### src/rtl/pingpong_ctrl.sv
// Two-digit BCD ping-pong counter: steps up to a BCD bound and back down to zero,
// paced by a prescaler, with pause, direction flip and 7-segment digit outputs.
module pingpong_ctrl #(
    parameter int unsigned TICK_DIV = 25000000
) (
    input  logic       clk,
    input  logic       rst_n,
    input  logic       enable,
    input  logic       flip,
    input  logic [7:0] max_bcd,
    output logic [3:0] d1,
    output logic [3:0] d0,
    output logic [3:0] u1,
    output logic [3:0] u0,
    output logic       step
);
    typedef enum logic [1:0] {
        PAUSE = 2'd0,
        UP    = 2'd1,
        DOWN  = 2'd2
    } state_t;

    localparam logic [25:0] TICK_LAST = 26'(TICK_DIV - 1);

    state_t      state_r;
    state_t      stateNext_s;
    logic        dirUp_r;
    logic [25:0] presc_r;
    logic [3:0]  tens_r;
    logic [3:0]  ones_r;
    logic        tick_s;
    logic        dirFlip_s;
    logic        dirNext_s;
    logic [7:0]  maxEff_s;
    logic [7:0]  count_s;
    logic [7:0]  countNext_s;

    function automatic logic [7:0] bcdInc(input logic [7:0] v);
        if (v[3:0] == 4'd9) begin
            return {v[7:4] + 4'd1, 4'd0};
        end else begin
            return {v[7:4], v[3:0] + 4'd1};
        end
    endfunction

    function automatic logic [7:0] bcdDec(input logic [7:0] v);
        if (v[3:0] == 4'd0) begin
            return {v[7:4] - 4'd1, 4'd9};
        end else begin
            return {v[7:4], v[3:0] - 4'd1};
        end
    endfunction

    // Step decision: flip applies first, then the tick is judged in the new direction.
    // Valid BCD values order the same as plain binary, so comparisons use the raw bytes.
    always_comb begin
        tick_s      = enable && (state_r != PAUSE) && (presc_r == TICK_LAST);
        maxEff_s    = ((max_bcd[7:4] > 4'd9) || (max_bcd[3:0] > 4'd9)) ? 8'h99 : max_bcd;
        count_s     = {tens_r, ones_r};
        dirFlip_s   = flip ? ~dirUp_r : dirUp_r;
        dirNext_s   = dirFlip_s;
        countNext_s = count_s;
        if (tick_s) begin
            if (dirFlip_s) begin
                if (count_s < maxEff_s) begin
                    countNext_s = bcdInc(count_s);
                end else begin
                    dirNext_s = 1'b0;
                    if (count_s != 8'h00) begin
                        countNext_s = bcdDec(count_s);
                    end else begin
                        countNext_s = count_s;
                    end
                end
            end else begin
                if (count_s != 8'h00) begin
                    countNext_s = bcdDec(count_s);
                end else begin
                    dirNext_s = 1'b1;
                    if (maxEff_s != 8'h00) begin
                        countNext_s = 8'h01;
                    end else begin
                        countNext_s = count_s;
                    end
                end
            end
        end else begin
            countNext_s = count_s;
        end
        if (!enable) begin
            stateNext_s = PAUSE;
        end else if (dirNext_s) begin
            stateNext_s = UP;
        end else begin
            stateNext_s = DOWN;
        end
    end

    // State, prescaler, count and registered display outputs.
    always_ff @(posedge clk) begin
        if (!rst_n) begin
            state_r <= PAUSE;
            dirUp_r <= 1'b1;
            presc_r <= 26'd0;
            tens_r  <= 4'd0;
            ones_r  <= 4'd0;
            step    <= 1'b0;
            u0      <= 4'd1;
            u1      <= 4'd0;
        end else begin
            state_r <= stateNext_s;
            dirUp_r <= dirNext_s;
            presc_r <= (enable && !tick_s) ? presc_r + 26'd1 : 26'd0;
            tens_r  <= countNext_s[7:4];
            ones_r  <= countNext_s[3:0];
            step    <= tick_s;
            u0      <= dirNext_s ? 4'd1 : 4'd0;
            u1      <= (stateNext_s != PAUSE) ? 4'd15 : 4'd0;
        end
    end

    assign d1 = tens_r;
    assign d0 = ones_r;

endmodule

### config.mk
export PLATFORM = sky130hd
export DESIGN_NAME = pingpong_ctrl
export DESIGN_NICKNAME = d
export VERILOG_FILES = /design/src/rtl/pingpong_ctrl.sv
export SDC_FILE = /design/constraint.sdc
export NUM_CORES = 1
export LEC_CHECK = 0
export BUFFER_PORTS_ARGS = -buffer_cell sky130_fd_sc_hd__buf_2
export CAP_MARGIN = 20
export CORE_UTILIZATION = 40
export CTS_CLUSTER_SIZE = 30
export DETAILED_ROUTE_END_ITERATION = 10
export SKIP_LAST_GASP = 1
export SLEW_MARGIN = 0
export SYNTH_ARGS = -nofsm -noshare
export SYNTH_HDL_FRONTEND = slang
export SYNTH_SLANG_ARGS = --single-unit
### constraint.sdc
create_clock -name clk -period 6 [get_ports clk]
set_input_delay 1.2 -clock clk [delete_from_list [all_inputs] [get_ports clk]]
set_output_delay 1.2 -clock clk [all_outputs]
set_load 0.03 [all_outputs]
# Word-level counts from Yosys, hierarchy flattened
# Cells that the tools add are included.
[totals] ff_bits=46 out_inout_bits=17 word_cells=52
[op_classes] n_addsub=5 magnitude_cmp=3 eq_ne=4 n_mux=17 bitwise=1 n_reduce_logical=14
[ops] op="8-bit 2-to-1 mux" n=8
[ops] op="26-bit by 1-bit adder with 26-bit output, second input constant" n=1
[ops] op="26-bit by 25-bit == test with 1-bit output, second input constant" n=1
[ops] op="8-bit nonzero test" n=2
[ops] op="4-bit by 1-bit adder with 4-bit output, second input constant" n=2
[ops] op="4-bit > comparator, second input constant" n=2
[ops] op="8-bit < comparator" n=1
[ops] op="4-bit by 1-bit subtractor with 4-bit output, second input constant" n=2
[ops] op="1-bit 2-to-1 mux" n=6
[ops] op="4-bit == test, second input constant" n=1
[ops] op="4-bit logical NOT" n=1
[ops] op="2-bit 2-to-1 mux" n=2
[ops] op="4-bit 2-to-1 mux" n=1
[ops] op="4-bit AND reduction" n=1
[ops] op="2-bit nonzero test" n=2
[ops] op="1-bit logical AND" n=3
[ops] op="3-bit by 1-bit != test with 1-bit output, second input constant" n=1
[ops] op="3-bit by 2-bit != test with 1-bit output, second input constant" n=1
[ops] op="3-bit AND reduction" n=1
[ops] op="3-bit nonzero test" n=1
[ops] op="2-bit AND reduction" n=1
[ops] op="1-bit logical NOT" n=1
[ops] op="1-bit logical OR" n=1
[ops] op="1-bit inverter" n=1

# Longest topological paths before layout
[logic_depth] ltp_word=11 depth_mapped=11

# Worst setup path after synthesis
# Ideal clock, no wire load.
[synth_path] path_kind="input -> register" startpoint="in max_bcd[6]" endpoint="reg ones_r[3], in the netlist d0[3]" setup_ns=0.081 t_arrival_ns=3.605 required_time_ns=5.919 path_slack_ns=2.314 cell_stages=10 n_path_buf=0 path_cell_list="o21ai_0 -> nor2b_1 -> nand2_1 -> ha_1 -> and4b_1 -> a311oi_2 -> a21o_1 -> nand2_1 -> o41a_1 -> a41oi_1"
[synth_between] elab_chain_cells=6 word_cells_on_any_way=10 cone_classes="order compare (2); eq/ne (1); mux (3); reduce/logical (4)"
[synth_lines] element="start, declared" line_no="10" rtl="input logic [7:0] max_bcd,"
[synth_lines] element="4-bit > comparator" line_no="58" rtl="maxEff_s = ((max_bcd[7:4] > 4'd9) || (max_bcd[3:0] > 4'd9)) ? 8'h99 : max_bcd;"
[synth_lines] element="1-bit logical OR" line_no="58"
[synth_lines] element="8-bit 2-to-1 mux *" line_no="58"
[synth_lines] element="8-bit < comparator / 8-bit nonzero test (equally long branches)" line_no="65, 80"
[synth_lines] element="3-bit by 1-bit != test with 1-bit output (no source line) (tied with other cells)"
[synth_lines] element="3-bit AND reduction (no source line) / 8-bit 2-to-1 mux (equally long branches)"
[synth_lines] element="end signal, assigned" line_no="115" rtl="ones_r <= countNext_s[3:0];"
[synth_lines] element="end, declared" line_no="30" rtl="logic [3:0] ones_r;"
# Mark *: on every way between the ends. The rest lies on a longest branch, timed or not.
# A chain may end at the register's enable or synchronous reset.

# Final worst setup path
[layout_path] startpoint="in max_bcd[6]" endpoint="reg ones_r[1], in the netlist d0[1]"
# The elaborated chain is that of the path after synthesis.

==> summary.md <==
| Metric | Value |
|---|---|
| Worst path arrival time | `4.04 ns` |
| Area grow syn2layout | `8.238%` |
| Die height | `79.46 microns` |
| # IOs | `29` |
| Critical path's slowest cell | `a2111oi_0` |
| CTS Root Cell | `clkbuf_8` |
| Max-Cap Viols | `0` |
| DRT iter0 DRCs | `183` |
| Tightest Pin Transition | `0.9900 ns` |
| Pwr/cell area | `188.6 nW/um^2` |
| Count of cell types in the netlist | `62` |
| Crit-path cells | `buf_2, o21ai_0, nor2b_1, nand2_1, ha_1, and4b_1, a311oi_2, a21oi_2, a2111oi_0, o21ai_1, a221oi_2` |
| Crit-path max FO | `6` |
| Clk_lat worst skew | `0.29 ns` |
| Setup Skew | `0.001706 ns` |
| Post-Syn Area per Cell | `8.480 sq um` |
| Post-CTS Hold Buffers | `0` |
| Crit path kind | `in2reg` |
| PortBufs | `25` |
| Routed len/inst | `13.70 microns` |
| H-tree depth | `2` |
| Row count | `27` |
| Crit. End Element | `flip-flop` |
| Largest net degree at the start of global routing | `27` |
| #FFs+latches synth | `39` |
| RSZ-0062 raised after global routing | `no` |
| Fin. max-slew vios | `0` |
| Antenna violations before repair | `0` |
| Starting Density | `42.54%` |
| CP delay by family, top | `compound AO/OA/AOI/OAI gates` |
| Final hold violation count | `0` |
| Hold path startpoint | `presc_r[0]` |
| Synth Flop Type | `dfxtp_1` |
| Overall routing resource usage | `17.27%` |
| Final Critical Period | `3.827 ns` |
| Worst-path clk slew | `0.07 ns` |
| CP startpoint kind | `primary input` |
| Synth Cell Area | `2400 sq um` |
| Via Count | `2094` |
| Layout Nets | `324` |
| Total power | `489.8 uW` |
| Fillers | `552` |
| Post-route ant nets | `0` |
| P_leak | `0.9895 nW` |
| Routability cong. | `0.8996` |
| Vias in the first global route | `1889` |
| Final WL | `5.123 mm` |
| Hold Slack | `0.4425 ns` |
| Hpwl dp | `3.814 mm` |
| # setup viols final | `0` |
| First-pass GRT wire length | `8.590 mm` |
| Setup crit start | `max_bcd[6]` |
| Hold WC Path Type | `reg2reg` |
| Async set or reset register ratio after synthesis | `0%` |
| Layout cells sized above 1 | `16.56%` |
| Antenna cells | `0` |
| Vias per cell | `5.599` |
| CTS tree | `done` |
| Die area | `6313 sq um` |
| Placeable Area | `5642 sq um` |
| Highest Clock Rate | `0.2613 GHz` |
| Syn Inst Count | `283` |
| Required @ worst endpoint | `6.21 ns` |
| DRC Markers | `0` |
| Rel. slew slack | `34.00%` |
| Initial DRT Pass Iterations | `4` |
| GRT overflow | `0` |
| Setup TNS | `0 ns` |
| WP buf/inv | `1` |
| CTS buffer count | `5` |
| Fin cells | `374` |
| Number of synthesized flops with an enable pin | `0` |
| Post-CTS repair timing setup buffer count | `0` |
| # resized after CTS | `0` |
| Die width | `79.46 microns` |
| Sink Count | `39` |
| Worst VDD drop | `130.8 uV` |
| Seq/Total Area, Yosys | `32.53%` |
| Final Core Density | `46.04%` |
| Status | `completed` |
| Placed cell count | `366` |
| Final period util | `63.79%` |
| R2R Path Start | `d0[3]` |
| CTS Buffer Depth | `2` |
| Crit-path max cell delay | `0.47 ns` |
| Yosys Warn Count | `0` |
[flip-flops by register name (all words and copies together), names as in the netlist]
signal	flops
dirUp_r	1
presc_r	26
d0	4
state_r	2
d1	4
step	1
u1	1
[per-layer routing]
metal / routed length, microns / global-route usage, % / share of wire, % / vias up
met4: 84 / 7.818 / 1.6 / 0
met3: 242 / 2.857 / 4.7 / 9
li1: - / - / - / 1056
met2: 2309 / 27.35 / 45 / 60
met5: 0 / 0 / 0 / -
met1: 2486 / 22.81 / 49 / 969
[final cells by class]
| cell class | count | area, sq um | share of cell area (%) |
|---|---|---|---|
| Multi-Input combinational cell | 220 | 1483 | 57.08 |
| Sequential cell | 39 | 780.7 | 30.06 |
| Timing Repair Buffer | 25 | 125.1 | 4.817 |
| Tap cell | 72 | 90.09 | 3.468 |
| Clock buffer | 7 | 76.32 | 2.938 |
| Inverter | 10 | 37.54 | 1.445 |
| Clock inverter | 1 | 5.005 | 0.1927 |
[cells in the final DEF, fill, tap and decap left out, types with 2 or more instances in the layout]
cell,instances
nor2_1,34
nor2b_1,2
o2111ai_1,2
and3_1,5
a21oi_1,12
and2_1,5
o21ai_0,7
nand3_1,16
xnor2_1,8
ha_1,11
or3_1,3
conb_1,3
o22ai_1,2
nand2_1,27
a41oi_1,3
inv_1,10
nand4_1,8
o211ai_1,3
clkbuf_1,2
clkbuf_8,5
a211oi_1,3
a21o_1,2
nor4_1,5
dfxtp_1,39
xor2_1,16
nor4b_2,3
o21ai_1,3
nor3_1,4
buf_2,25
o211a_1,2
[cells in the mapped netlist, drive strengths merged, types with 4 or more instances]
library cell  instances  area [sq um]
a21oi                13         68.82
and2                  5         31.28
and3                  5         31.28
buf                  13         95.09
dfxtp                39         780.8
ha                   11         137.6
inv                  10         37.54
nand2                27         101.4
nand3                17         90.09
nand4                 9         71.32
nor2                 34         127.6
nor3                  5         30.03
nor4                  6         52.55
o21ai                10         50.04
or3                   4         30.03
xnor2                 8         70.07
xor2                 16         140.1
[worst register-to-register path, delay by kind of cell (launching register included)]
kind | cells | cell delay [ns]
AOI/OAI and AO/OA | 5 | 1.45
DFF | 1 | 0.57
and+or+nand+nor | 1 | 0.20
adders and majority gates | 1 | 0.33
[worst paths after layout]
| kind | to | slack, ns | cells past startpoint |
|---|---|---|---|
| max reg2reg | d0[1] | 3.38 | 7 |
| min | presc_r[0] | 0.44 | 1 |
| max | d0[1] | 2.17 | 11 |
| min reg2reg | presc_r[0] | 0.44 | 1 |
[metrics by stage]
step / area [sq um] / setup slack (ns)
after floorplan: 2407 / 2.314
after global placement: 2516 / 1.966
after detailed placement: 2516 / 1.893
after CTS: 2597 / 2.204
after global routing: 2597 / 1.922
final: 2597 / 2.173
[cell families (layout without fill, tap and decap cells)]
family	count (synthesis)	after routing	share of synthesized area [%]
fa+ha+maj	11	11	5.735
simple gates	125	125	28.68
flops	39	39	32.53
buf+inv	26	43	5.996
xor+xnor	24	24	8.759
other cells	1	3	0.1563
compound gates	57	57	18.14
[where the power goes]
group | internal (mW) | switching [mW] | leakage [nW]
logic | 0.0187 | 0.0391 | 0.632
clock network | 0.0815 | 0.0877 | 0.0422
registers | 0.261 | 0.00158 | 0.315
No activity file was read; power rests on OpenSTA's default activity.
